==> src/rtl/pipe_pkg.sv <==
// Shared definitions for the back-end pipeline registers of the 5-stage MIPS core.
// Holds the default datapath widths, the bundles carried through the EX/MEM and
// MEM/WB registers, all-zero bubble constants and the write-back source encodings.
package pipe_pkg;

  localparam int DATA_W = 32;
  localparam int REG_W  = 5;

  // Write-back source select, as stored in the memToReg field.
  localparam logic WB_SRC_ALU = 1'b0;
  localparam logic WB_SRC_MEM = 1'b1;

  // Fields held in the EX/MEM register (the valid bit lives in the stage register).
  typedef struct packed {
    logic              reg_write;
    logic              mem_to_reg;
    logic              mem_read;
    logic              mem_write;
    logic [REG_W-1:0]  rd;
    logic [DATA_W-1:0] alu_result;
    logic [DATA_W-1:0] store_data;
  } ex_mem_t;

  // Fields held in the MEM/WB register; wb_data is already the selected result.
  typedef struct packed {
    logic              reg_write;
    logic [REG_W-1:0]  rd;
    logic [DATA_W-1:0] wb_data;
  } mem_wb_t;

  localparam ex_mem_t EX_MEM_BUBBLE = '0;
  localparam mem_wb_t MEM_WB_BUBBLE = '0;

endpackage

==> src/rtl/pipe_stage_reg.sv <==
// Generic pipeline stage register with a valid bit.
// Ports:
//   clk, rst_n  clock and asynchronous active-low reset (clears valid and data)
//   hold        keep valid and data as they are
//   clr_valid   force valid to 0 at the edge; data holds (wins over hold)
//   in_valid    valid bit to capture on a normal edge
//   d / q       W-bit payload in / out
//   valid       stage holds a real instruction
module pipe_stage_reg #(
  parameter int W = 8
) (
  input  logic         clk,
  input  logic         rst_n,
  input  logic         hold,
  input  logic         clr_valid,
  input  logic         in_valid,
  input  logic [W-1:0] d,
  output logic         valid,
  output logic [W-1:0] q
);

  // NOTE: sequential state uses non-blocking assignments so every register
  // samples pre-edge values regardless of block evaluation order.
  // NOTE: the payload is cleared on reset as well as the valid bit; it is a plain
  // register (not a RAM array), and zeroed fields keep the ungated outputs at 0.
  always_ff @(posedge clk or negedge rst_n) begin
    if (!rst_n) begin
      valid <= 1'b0;
      q     <= '0;
    end else begin
      if (clr_valid)  valid <= 1'b0;
      else if (!hold) valid <= in_valid;
      // A killed or held slot keeps its old fields; only valid matters downstream.
      if (!(hold || clr_valid)) q <= d;
    end
  end

endmodule

==> src/rtl/ex_mem_wb_pipe.sv <==
// EX/MEM and MEM/WB pipeline registers of the 5-stage MIPS core.
// Ports:
//   clk, rst_n           clock, asynchronous active-low reset
//   mem_stall            data memory busy: hold EX/MEM, bubble into MEM/WB
//   flush                kill the instruction being captured into EX/MEM
//   ex_*                 instruction leaving the EX stage
//   mem_rdata            data memory read data (same cycle as mem_re)
//   EX_MEM_regWrite/rd   to forwarding unit; EX_MEM_aluResult forwarded value
//   mem_addr/wdata/we/re data memory interface driven from EX/MEM
//   MEM_WB_regWrite/rd   register-file write port and forwarding unit
//   wb_data              register-file write data / forwarded MEM/WB value
//   retire_count         instructions retired through MEM/WB (wraps)
// DATA_W/REG_W must match the pipe_pkg bundle widths.
module ex_mem_wb_pipe
  import pipe_pkg::*;
#(
  parameter int DATA_W = pipe_pkg::DATA_W,
  parameter int REG_W  = pipe_pkg::REG_W
) (
  input  logic              clk,
  input  logic              rst_n,
  input  logic              mem_stall,
  input  logic              flush,
  input  logic              ex_valid,
  input  logic              ex_regWrite,
  input  logic              ex_memToReg,
  input  logic              ex_memRead,
  input  logic              ex_memWrite,
  input  logic [REG_W-1:0]  ex_rd,
  input  logic [DATA_W-1:0] ex_aluResult,
  input  logic [DATA_W-1:0] ex_storeData,
  input  logic [DATA_W-1:0] mem_rdata,
  output logic              EX_MEM_regWrite,
  output logic [REG_W-1:0]  EX_MEM_rd,
  output logic [DATA_W-1:0] EX_MEM_aluResult,
  output logic [DATA_W-1:0] mem_addr,
  output logic [DATA_W-1:0] mem_wdata,
  output logic              mem_we,
  output logic              mem_re,
  output logic              MEM_WB_regWrite,
  output logic [REG_W-1:0]  MEM_WB_rd,
  output logic [DATA_W-1:0] wb_data,
  output logic [31:0]       retire_count
);

  ex_mem_t     em_d, em_q;
  mem_wb_t     mw_d, mw_q;
  logic        em_valid, mw_valid;
  logic [31:0] retire_cnt;

  // NOTE: every field gets a default before being overwritten, so this block
  // cannot infer a latch even if a field is later left out.
  always_comb begin
    em_d            = EX_MEM_BUBBLE;
    // r0 is hard-wired zero: an rd of 0 never becomes a write or a forward.
    em_d.reg_write  = ex_regWrite & (ex_rd != '0);
    em_d.mem_to_reg = ex_memToReg;
    em_d.mem_read   = ex_memRead;
    em_d.mem_write  = ex_memWrite;
    em_d.rd         = ex_rd;
    em_d.alu_result = ex_aluResult;
    em_d.store_data = ex_storeData;
  end

  // Stall holds the whole slot (strobes stay up, repeated store is harmless);
  // flush drops only the valid bit and wins over the hold.
  pipe_stage_reg #(.W($bits(ex_mem_t))) u_ex_mem (
    .clk       (clk),
    .rst_n     (rst_n),
    .hold      (mem_stall),
    .clr_valid (flush),
    .in_valid  (ex_valid),
    .d         (em_d),
    .valid     (em_valid),
    .q         (em_q)
  );

  always_comb begin
    mw_d           = MEM_WB_BUBBLE;
    mw_d.reg_write = em_q.reg_write;
    mw_d.rd        = em_q.rd;
    mw_d.wb_data   = (em_q.mem_to_reg == WB_SRC_MEM) ? mem_rdata : em_q.alu_result;
  end

  // While memory stalls, the instruction in EX/MEM has not finished, so MEM/WB
  // receives a bubble; a flush of EX does not affect what moves into MEM/WB.
  pipe_stage_reg #(.W($bits(mem_wb_t))) u_mem_wb (
    .clk       (clk),
    .rst_n     (rst_n),
    .hold      (1'b0),
    .clr_valid (mem_stall),
    .in_valid  (em_valid),
    .d         (mw_d),
    .valid     (mw_valid),
    .q         (mw_q)
  );

  // An instruction retires on the edge that moves it out of MEM/WB.
  always_ff @(posedge clk or negedge rst_n) begin
    if (!rst_n)        retire_cnt <= '0;
    else if (mw_valid) retire_cnt <= retire_cnt + 32'd1;
  end

  // Control outputs are qualified by valid; data and rd pass through ungated.
  assign EX_MEM_regWrite  = em_valid & em_q.reg_write;
  assign EX_MEM_rd        = em_q.rd;
  assign EX_MEM_aluResult = em_q.alu_result;
  assign mem_addr         = em_q.alu_result;
  assign mem_wdata        = em_q.store_data;
  assign mem_we           = em_valid & em_q.mem_write;
  assign mem_re           = em_valid & em_q.mem_read;
  assign MEM_WB_regWrite  = mw_valid & mw_q.reg_write;
  assign MEM_WB_rd        = mw_q.rd;
  assign wb_data          = mw_q.wb_data;
  assign retire_count     = retire_cnt;

endmodule

==> config.mk <==
export PLATFORM = sky130hd
export DESIGN_NAME = ex_mem_wb_pipe
export DESIGN_NICKNAME = d
export VERILOG_FILES = /design/src/rtl/pipe_pkg.sv /design/src/rtl/pipe_stage_reg.sv /design/src/rtl/ex_mem_wb_pipe.sv
export SDC_FILE = /design/constraint.sdc
export NUM_CORES = 1
export LEC_CHECK = 0
export CORE_UTILIZATION = 39
export CTS_BUF_LIST = sky130_fd_sc_hd__clkbuf_16
export DETAILED_ROUTE_END_ITERATION = 8
export GPL_TIMING_DRIVEN = 0
export PLACE_DENSITY = 0.78
export SLEW_MARGIN = 20
export SYNTH_ARGS = -nofsm -noshare
export SYNTH_HDL_FRONTEND = slang
export SYNTH_HIERARCHICAL = 1
export SYNTH_SLANG_ARGS = --single-unit
==> constraint.sdc <==
create_clock -name clk -period 1.5 [get_ports clk]
set_input_delay 0.3 -clock clk [delete_from_list [all_inputs] [get_ports clk]]
set_output_delay 0.3 -clock clk [all_outputs]
set_load 0.02 [all_outputs]
# Word-level counts from Yosys, hierarchy flattened
# Index checks and enable logic that the tools add are counted.
[word_totals]
register_bits = 145
latch_bits = 0
mem_bits_rw = 0
rom_bits = 0
in_bits = 110
output_inout_bits = 174
elab_cells = 18
n_memories = 0
[classes]
add_sub_neg = 1
n_mul = 0
div_mod_pow = 0
n_lt_le_gt_ge = 0
n_eq_ne = 1
n_shift = 0
muxes = 4
bitwise_logic = 5
reduce_logical = 2
[ops]
columns = ["cell", "count"]
rows = [
  ["32-bit by 1-bit adder with 32-bit output, second input constant", 1],
  ["32-bit 2-to-1 mux", 1],
  ["1-bit bitwise AND", 5],
  ["5-bit nonzero test", 1],
  ["1-bit 2-to-1 mux", 3],
  ["2-bit by 1-bit != test with 1-bit output, second input constant", 1],
  ["1-bit logical OR", 1],
]

# Depth between registers and ports, before layout
# Gate-level depths: netlist (run 1).
[logic_depth]
depth_word = 2
ltp_mapped = 5
mapped_depth_nobuf = 5

# Modules after synthesis
# The synthesis (run 1) kept the hierarchy.
[modules_own_cells]
columns = ["mod", "n_inst", "cells_each", "area_each_um2", "seq_area_each_um2"]
rows = [
  ["pipe_stage_reg at u_ex_mem", 1, 157, 3085.5, 1851.8],
  ["ex_mem_wb_pipe", 1, 190, 2104.5, 800.8],
  ["pipe_stage_reg at u_mem_wb", 1, 84, 1557.7, 975.9],
]

# Least setup slack after synthesis (run 1)
# OpenSTA, ideal clock, no wires.
[synth_timing]
path_kind = "register to register"
startpoint = "register retire_cnt[0], in the netlist retire_count[0]"
endpoint = "register retire_cnt[16], in the netlist retire_count[16]"
setup_ns = 0.129
arrival_time_ns = 1.563
t_required_ns = 1.371
path_slack_ns = -0.193
stages_incl_launch_ff = 6
n_path_buf = 0
period_less_slack_ns = 1.693
path_cell_list = "dfrtp_1 ha_1 nand4_4 nor4_1 nand3_1 xnor2_1"
[synth_via]
elab_chain_cells = 1
[synth_lines]
columns = ["element", "line", "text"]
rows = [
  ["start: declaration", "ex_mem_wb_pipe.sv:49", "logic [31:0] retire_cnt;"],
  ["start signal: assignment", "ex_mem_wb_pipe.sv:101", "else if (mw_valid) retire_cnt <= retire_cnt + 32'd1;"],
  ["32-bit by 1-bit adder with 32-bit output", "ex_mem_wb_pipe.sv:101", ""],
]
# Every way passes these cells.
# A chain may end at the register's enable or synchronous reset.

# Worst setup path after layout (run 1)
[layout_timing]
startpoint = "register retire_cnt[4], in the netlist retire_count[4]"
endpoint = "register retire_cnt[21], in the netlist retire_count[21]"
# Same word-level chain as after synthesis.

==> impl_metrics.toml, run 1 <==
[cells_and_area]
area_growth_pct = 62.12
num-nets-final = 904
final_layout_size_suffix_gt1_share_pct = 44.54

[floorplanning]
die_w_um = 133.5
initial_core_util_pct = 40.26
pin_count = 284
coreArea_sq_um = 16760
die_area_sq_um = 17830
fp-row-count = 47
die_y_um = 133.5

[hold_path]
hold_path_class = "in -> reg"
hold_start = "mem_stall"
min_to = "u_mem_wb/valid"
whs_path_depth = 2

[logic_synthesis]
avgSynthCellArea_sq_um = 15.66
synthArstFlopShare_pct = 100.0
yosys.cell_types.count = 32
yosysSeqAreaShare_pct = 53.77
synth-seq-cells = 145
syn_inst = 431
synth_edf_count = 0
synthFlopType = "dfrtp_1"
yosys_warnings = 6
netlist_area_sq_um = 6748

[outcome]
outcome = "finished, violations left"
violations = "negative setup slack"

[worst_setup_path]
critPathLaunchType = "register"
slowest_stage = "dfrtp_2"
r2r-end = "retire_count[21]"
critPathTopFamily = "simple AND/OR/NAND/NOR gates"
path_cells = "nand4_4 -> nor4_4 -> buf_6 -> nand4_1 -> xnor2_1"
rrSetupSlack_ns = -0.005
r2r_start = "retire_count[4]"
required_ns = 1.79
critPathMaxFanout = 6
critPathMaxStageDelay_ns = 0.43
path_class = "reg -> reg"
critPathBufInv = 1
cp-end-kind = "register"
worstPathArrival_ns = 1.80
reg2reg_depth = 5

[sta]
setup_ws_ns = -0.004864
finalHoldViolations = 0
finalSetupViolCount = 1
rsz0062_at_grt = "true"
max_freq_ghz = 0.6645
min_period_ns = 1.505
holdWs_ns = 0.2950
maxSlewViolCount = 0
finalSetupTns_ns = -0.004864
skew_ns = 0.007796
final.period_utilization_pct = 100.3

[routing]
drc = 0
drtAntennaViolNets = 0
drt-pass1-iter-count = 4
routedWlPerCell_um = 17.78
routed_via_density = 4.735
drt_iter0_drc = 133
via_count = 4863
finalWirelength_mm = 18.26

[placement]
dp_hpwl_mm = 12.37
gp_congestion = 0.7871
portBuffers = 283

[power_and_ir_drop]
leakagePower_nw = 5.207
p_per_area_nw_per_um2 = 1229
vdd_drop_max_uv = 780.1

[clock_network]
clk_pin_slew_worst_paths_ns = 0.06
root_buffer = "clkbuf_16"
htree_levels = 4
cts.path.max_buffers = 2
clk_latency_ns = 0.41
cts_num_sinks = 145
cts_buffers = 17
cts_tree = "done"

[global_routing]
grt_pass1_vias = 5325
grt_pass1_wl_mm = 28.52
grt_max_degree = 92
antenna_found_initial = 1
grt_usage_pct = 20.80
grt_overflow = 0

[job]
maxCapViolations = 0
layout make-up:
class | instances | area [sq um]
Antenna cell | 1 | 2.502
Buffer | 32 | 342.8
Clock buffer | 17 | 425.4
Clock inverter | 15 | 153.9
Fill cell | 1219 | 5821
Inverter | 2 | 7.507
Multi-Input combinational cell | 238 | 2755
Sequential cell | 145 | 3647
Tap cell | 220 | 275.3
Timing Repair Buffer | 357 | 3329
cell usage in the layout, fill, tap and decap left out, drive strengths merged:
| cell type | count |
|---|---|
| conb | 2 |
| mux2 | 144 |
| mux2i | 2 |
| dlygate4sd3 | 1 |
| dlygate4sd2 | 101 |
| bufinv | 3 |
| diode | 1 |
| and2 | 4 |
| buf | 141 |
| nand4 | 11 |
| dlymetal6s2s | 1 |
| nand2 | 9 |
| nand3 | 11 |
| ha | 1 |
| or4 | 1 |
| clkdlybuf4s50 | 107 |
| inv | 6 |
| nor2 | 8 |
| xnor2 | 25 |
| clkinv | 5 |
| dfrtp | 145 |
| clkinvlp | 3 |
| nor3 | 1 |
| xor2 | 6 |
| nor4 | 4 |
| and4 | 2 |
| and3 | 5 |
| clkbuf | 26 |
| clkdlybuf4s15 | 29 |
| nand2b | 1 |
| o21a | 1 |
per-stage QoR:
stage | worst slack, ns | instance area, sq um | std cells | utilization (%) | total power [mW]
after floorplan | -0.04810 | 6785 | 432 | - | 7.268
after global placement | -6.191 | 9893 | 935 | 59.03 | 9.316
after detailed placement | -0.4585 | 9926 | 936 | 59.22 | 9.423
after CTS | -0.02600 | 10830 | 1018 | 64.60 | 13.58
after global routing | -0.08263 | 10940 | 1027 | 65.27 | 14.01
final | -0.004864 | 10940 | 1027 | 65.27 | 13.45
report_power, final:
group	internal, mW	total, mW	switching (mW)
sequential	4.53	5.00	0.467
clock	2.57	4.18	1.60
combinational	2.34	4.27	1.94
total	9.44	13.4	4.00
worst max path at each step:
stage                       endpoint  cells past startpoint            start  slack [ns]
floorplan           retire_count[16]                      5  retire_count[0]       -0.05
global placement      u_mem_wb/valid                      1            rst_n       -6.19
detailed placement    u_ex_mem/q[28]                      4        mem_stall       -0.46
CTS                 retire_count[21]                      6   u_mem_wb/valid       -0.03
global route        retire_count[21]                      5  retire_count[4]       -0.08
finish              retire_count[21]                      5  retire_count[4]      -0.005
routing by layer:
layer | global-route usage [%] | up-vias | share of wire, %
li1 | - | 2203 | -
met3 | 5.403 | 35 | 6.3
met1 | 23.74 | 2434 | 39
met2 | 36.72 | 191 | 52
met5 | 0 | - | 0
met4 | 8.838 | 0 | 2.5
what timing repair did:
item                       CTS  global route
setup endpoints to repair  234            91
resized for setup          388            46
pin swaps                    8            11
hold buffers                 1             0
buffers inserted            55            19
hold endpoints to repair    54             0
gates cloned                 1             1
kinds of logic (layout without fill, tap and decap cells):
group	count (synthesis)	count (layout)	synth area share (%)
fa+ha+maj	1	1	0.1854
flops	145	145	53.77
other cells	1	3	0.05557
xor+xnor	31	31	4.024
buf+inv	49	423	6.471
simple gates	57	57	6.045
compound gates	1	1	0.1113
mux	146	146	29.33
Yosys cell counts (2+ instances only):
cell type,count,share of area (%)
and2_1,4,0.37
and3_1,5,0.46
and4_1,2,0.26
buf_1,3,0.17
buf_12,4,1.2
buf_4,33,3.7
buf_8,5,1.1
dfrtp_1,145,54
inv_1,2,0.11
mux2_2,54,9.0
mux2_4,90,20
mux2i_1,2,0.30
nand2_1,9,0.50
nand3_1,11,0.82
nand4_1,7,0.65
nand4_2,2,0.37
nand4_4,2,0.63
nor2_1,6,0.33
nor4_1,2,0.19
nor4_4,2,0.63
xnor2_1,25,3.2
xor2_1,6,0.78
flip-flops by register name, indices dropped and copies added (netlist names):
name and flops:
retire_count 32, u_ex_mem/q 73, u_ex_mem/valid 1, u_mem_wb/q 38
u_mem_wb/valid 1
Power figures use the tool's default switching activity.
==> run 2: changes to the inputs <==
CORE_UTILIZATION = 40   (was 39)
CTS_CLUSTER_SIZE = 8   (was unset)
PLACE_DENSITY = 0.77   (was 0.78)
SKIP_LAST_GASP = 1   (was unset)
clock period = 1.54 ns   (was 1.5 ns; I/O delays follow)
==> run 2 against run 1 <==
The flow still finishes with violations (negative setup slack). Wire length is 1.7% lower. Non-clock buffer count down 2. Clock power grew 3%. Highest routed layer unchanged.
==> impl_metrics.toml, run 2 (synthesis gave the netlist of run 1 again) <==
[outcome]
outcome = "finished, violations left"
violations = "negative setup slack"

[global_routing]
grt_overflow = 0
busiest_layer = "met2"
grt_use_met3_pct = 6.382
grtUsageMet2_pct = 36.51
grt_pass1_vias = 5254
antenna_found_initial = 0
grt_pass1_wl_mm = 28.59
grt_usage_pct = 21.23
met1_usage_pct = 24.74
grt_max_degree = 87

[sta]
max_freq_ghz = 0.6441
maxSlewViolCount = 0
finalHoldViolations = 0
setup_ws_ns = -0.01252
min_period_ns = 1.553
finalSetupTns_ns = -0.01252
timing.slew.headroom_pct = 55.87
finalSetupViolCount = 1
skew_ns = 0.005488
rsz0062_at_grt = "true"
worstMarginPinSlew_ns = 0.6619
final.period_utilization_pct = 100.8

[worst_setup_path]
worstPathArrival_ns = 1.24
cp-end-kind = "primary output"
required_ns = 1.23
critPathMaxFanout = 7
critPathLaunchType = "register"
path_class = "reg -> out"

[routing]
drc = 0
drt-pass1-iter-count = 4
drtAntennaViolNets = 0
via_count = 4827
routedWlPerCell_um = 17.54
routed_via_density = 4.714
drt_iter0_drc = 213
finalWirelength_mm = 17.96

[placement]
dp_hpwl_mm = 12.31
portBuffers = 283
gp_congestion = 0.8743
dpl_cell_area_sq_um = 9921

[cells_and_area]
max_flop_register = "u_ex_mem/q"
nFillCells = 1221
area_growth_pct = 61.78
num-nets-final = 902
final_layout_size_suffix_gt1_share_pct = 43.03
mostFrequentLayoutCell = "dfrtp_1"
largest_register_ffs = 73
final_cell_mix = "dfrtp_1, dlygate4sd2_1, clkdlybuf4s50_1, mux2_4, buf_4"
diodes = 0
design_area_sq_um = 10920

[power_and_ir_drop]
vdd_drop_max_uv = 728.2
total_power_mw = 13.40
leakagePower_nw = 5.266
p_per_area_nw_per_um2 = 1227

[clock_network]
cts_tree = "done"
cts.path.max_buffers = 2
htree_levels = 4
root_buffer = "clkbuf_16"
cts_num_sinks = 145
clk_latency_ns = 0.42
cts_buffers = 17
clk_pin_slew_worst_paths_ns = 0.06

[floorplanning]
initial_core_util_pct = 40.83
die_area_sq_um = 17390
coreArea_sq_um = 16520
fp-row-count = 47
die_y_um = 131.9
pin_count = 284
die_w_um = 131.9

[job]
maxCapViolations = 0

[hold_path]
hold_path_class = "reg -> reg"
run 2: changes by cell type in the layout (fill, tap and decap cells not counted), sizes merged, moves of 5 or more:
cell | previous run | this run
clkbuf | 26 | 21
clkdlybuf4s15 | 29 | 10
dlygate4sd2 | 101 | 128
buf | 141 | 136
run 2: cell type report:
class	instances	area, sq um	share of cell area (%)
plain buffers	42	419.2	3.840
clock buffers	17	425.4	3.897
clock inverters	15	193.9	1.777
inverters	2	7.507	0.06877
multi-input cells	238	2748	25.17
flip-flops and latches	145	3649	33.42
well taps	220	275.3	2.521
repair buffers	345	3199	29.31
run 2: power breakdown:
group          leakage (nW)  internal [mW]  switching, mW  total [mW]
logic                  3.21           2.32           1.91        4.23
clock network         0.299           2.70           1.61        4.31
registers              1.75           4.41          0.442        4.86
run 2: critical path, cell delays in order (launching register included):
cell and delay, ns:
dfrtp_2 0.48, and2_1 0.19, clkbuf_2 0.16
run 2: per-layer routing:
metal | part of all wire [%] | up-vias
met2 | 51 | 202
li1 | - | 2206
met1 | 40 | 2384
met4 | 2.7 | 0
met3 | 6.6 | 35
met5 | 0 | -
run 2: metrics by stage:
stage	utilization [%]	cells	worst slack [ns]	hold WS, ns
after floorplan	-	432	-0.008097	0.01241
after global placement	59.84	935	-6.091	0.4627
after detailed placement	60.04	936	-0.4278	0.3581
after CTS	64.93	1010	-0.1995	0.4800
after global routing	66.06	1024	-0.08141	0.4897
final	66.06	1024	-0.01252	0.4772
run 2: repair_timing:
| action | in CTS | in global routing |
|---|---|---|
| resized for setup | 323 | 50 |
| pin swaps | 3 | 3 |
| hold buffers | 1 | 0 |
| buffers inserted | 44 | 22 |
| endpoints found under the hold margin | 85 | 0 |
| endpoints found under the setup margin | 222 | 94 |
run 2: path summary, 6_finish.rpt:
path	start	end	slack, ns	depth (start not counted)
max in group asynchronous	rst_n	retire_count[1]	0.31	3
hold reg to reg	retire_count[31]	retire_count[31]	0.48	1
min in group asynchronous	rst_n	u_ex_mem/q[31]	0.50	2
hold / removal	retire_count[31]	retire_count[31]	0.48	1
setup / recovery	u_mem_wb/valid	MEM_WB_regWrite	-0.01	2
setup reg to reg	retire_count[8]	retire_count[25]	0.06	5
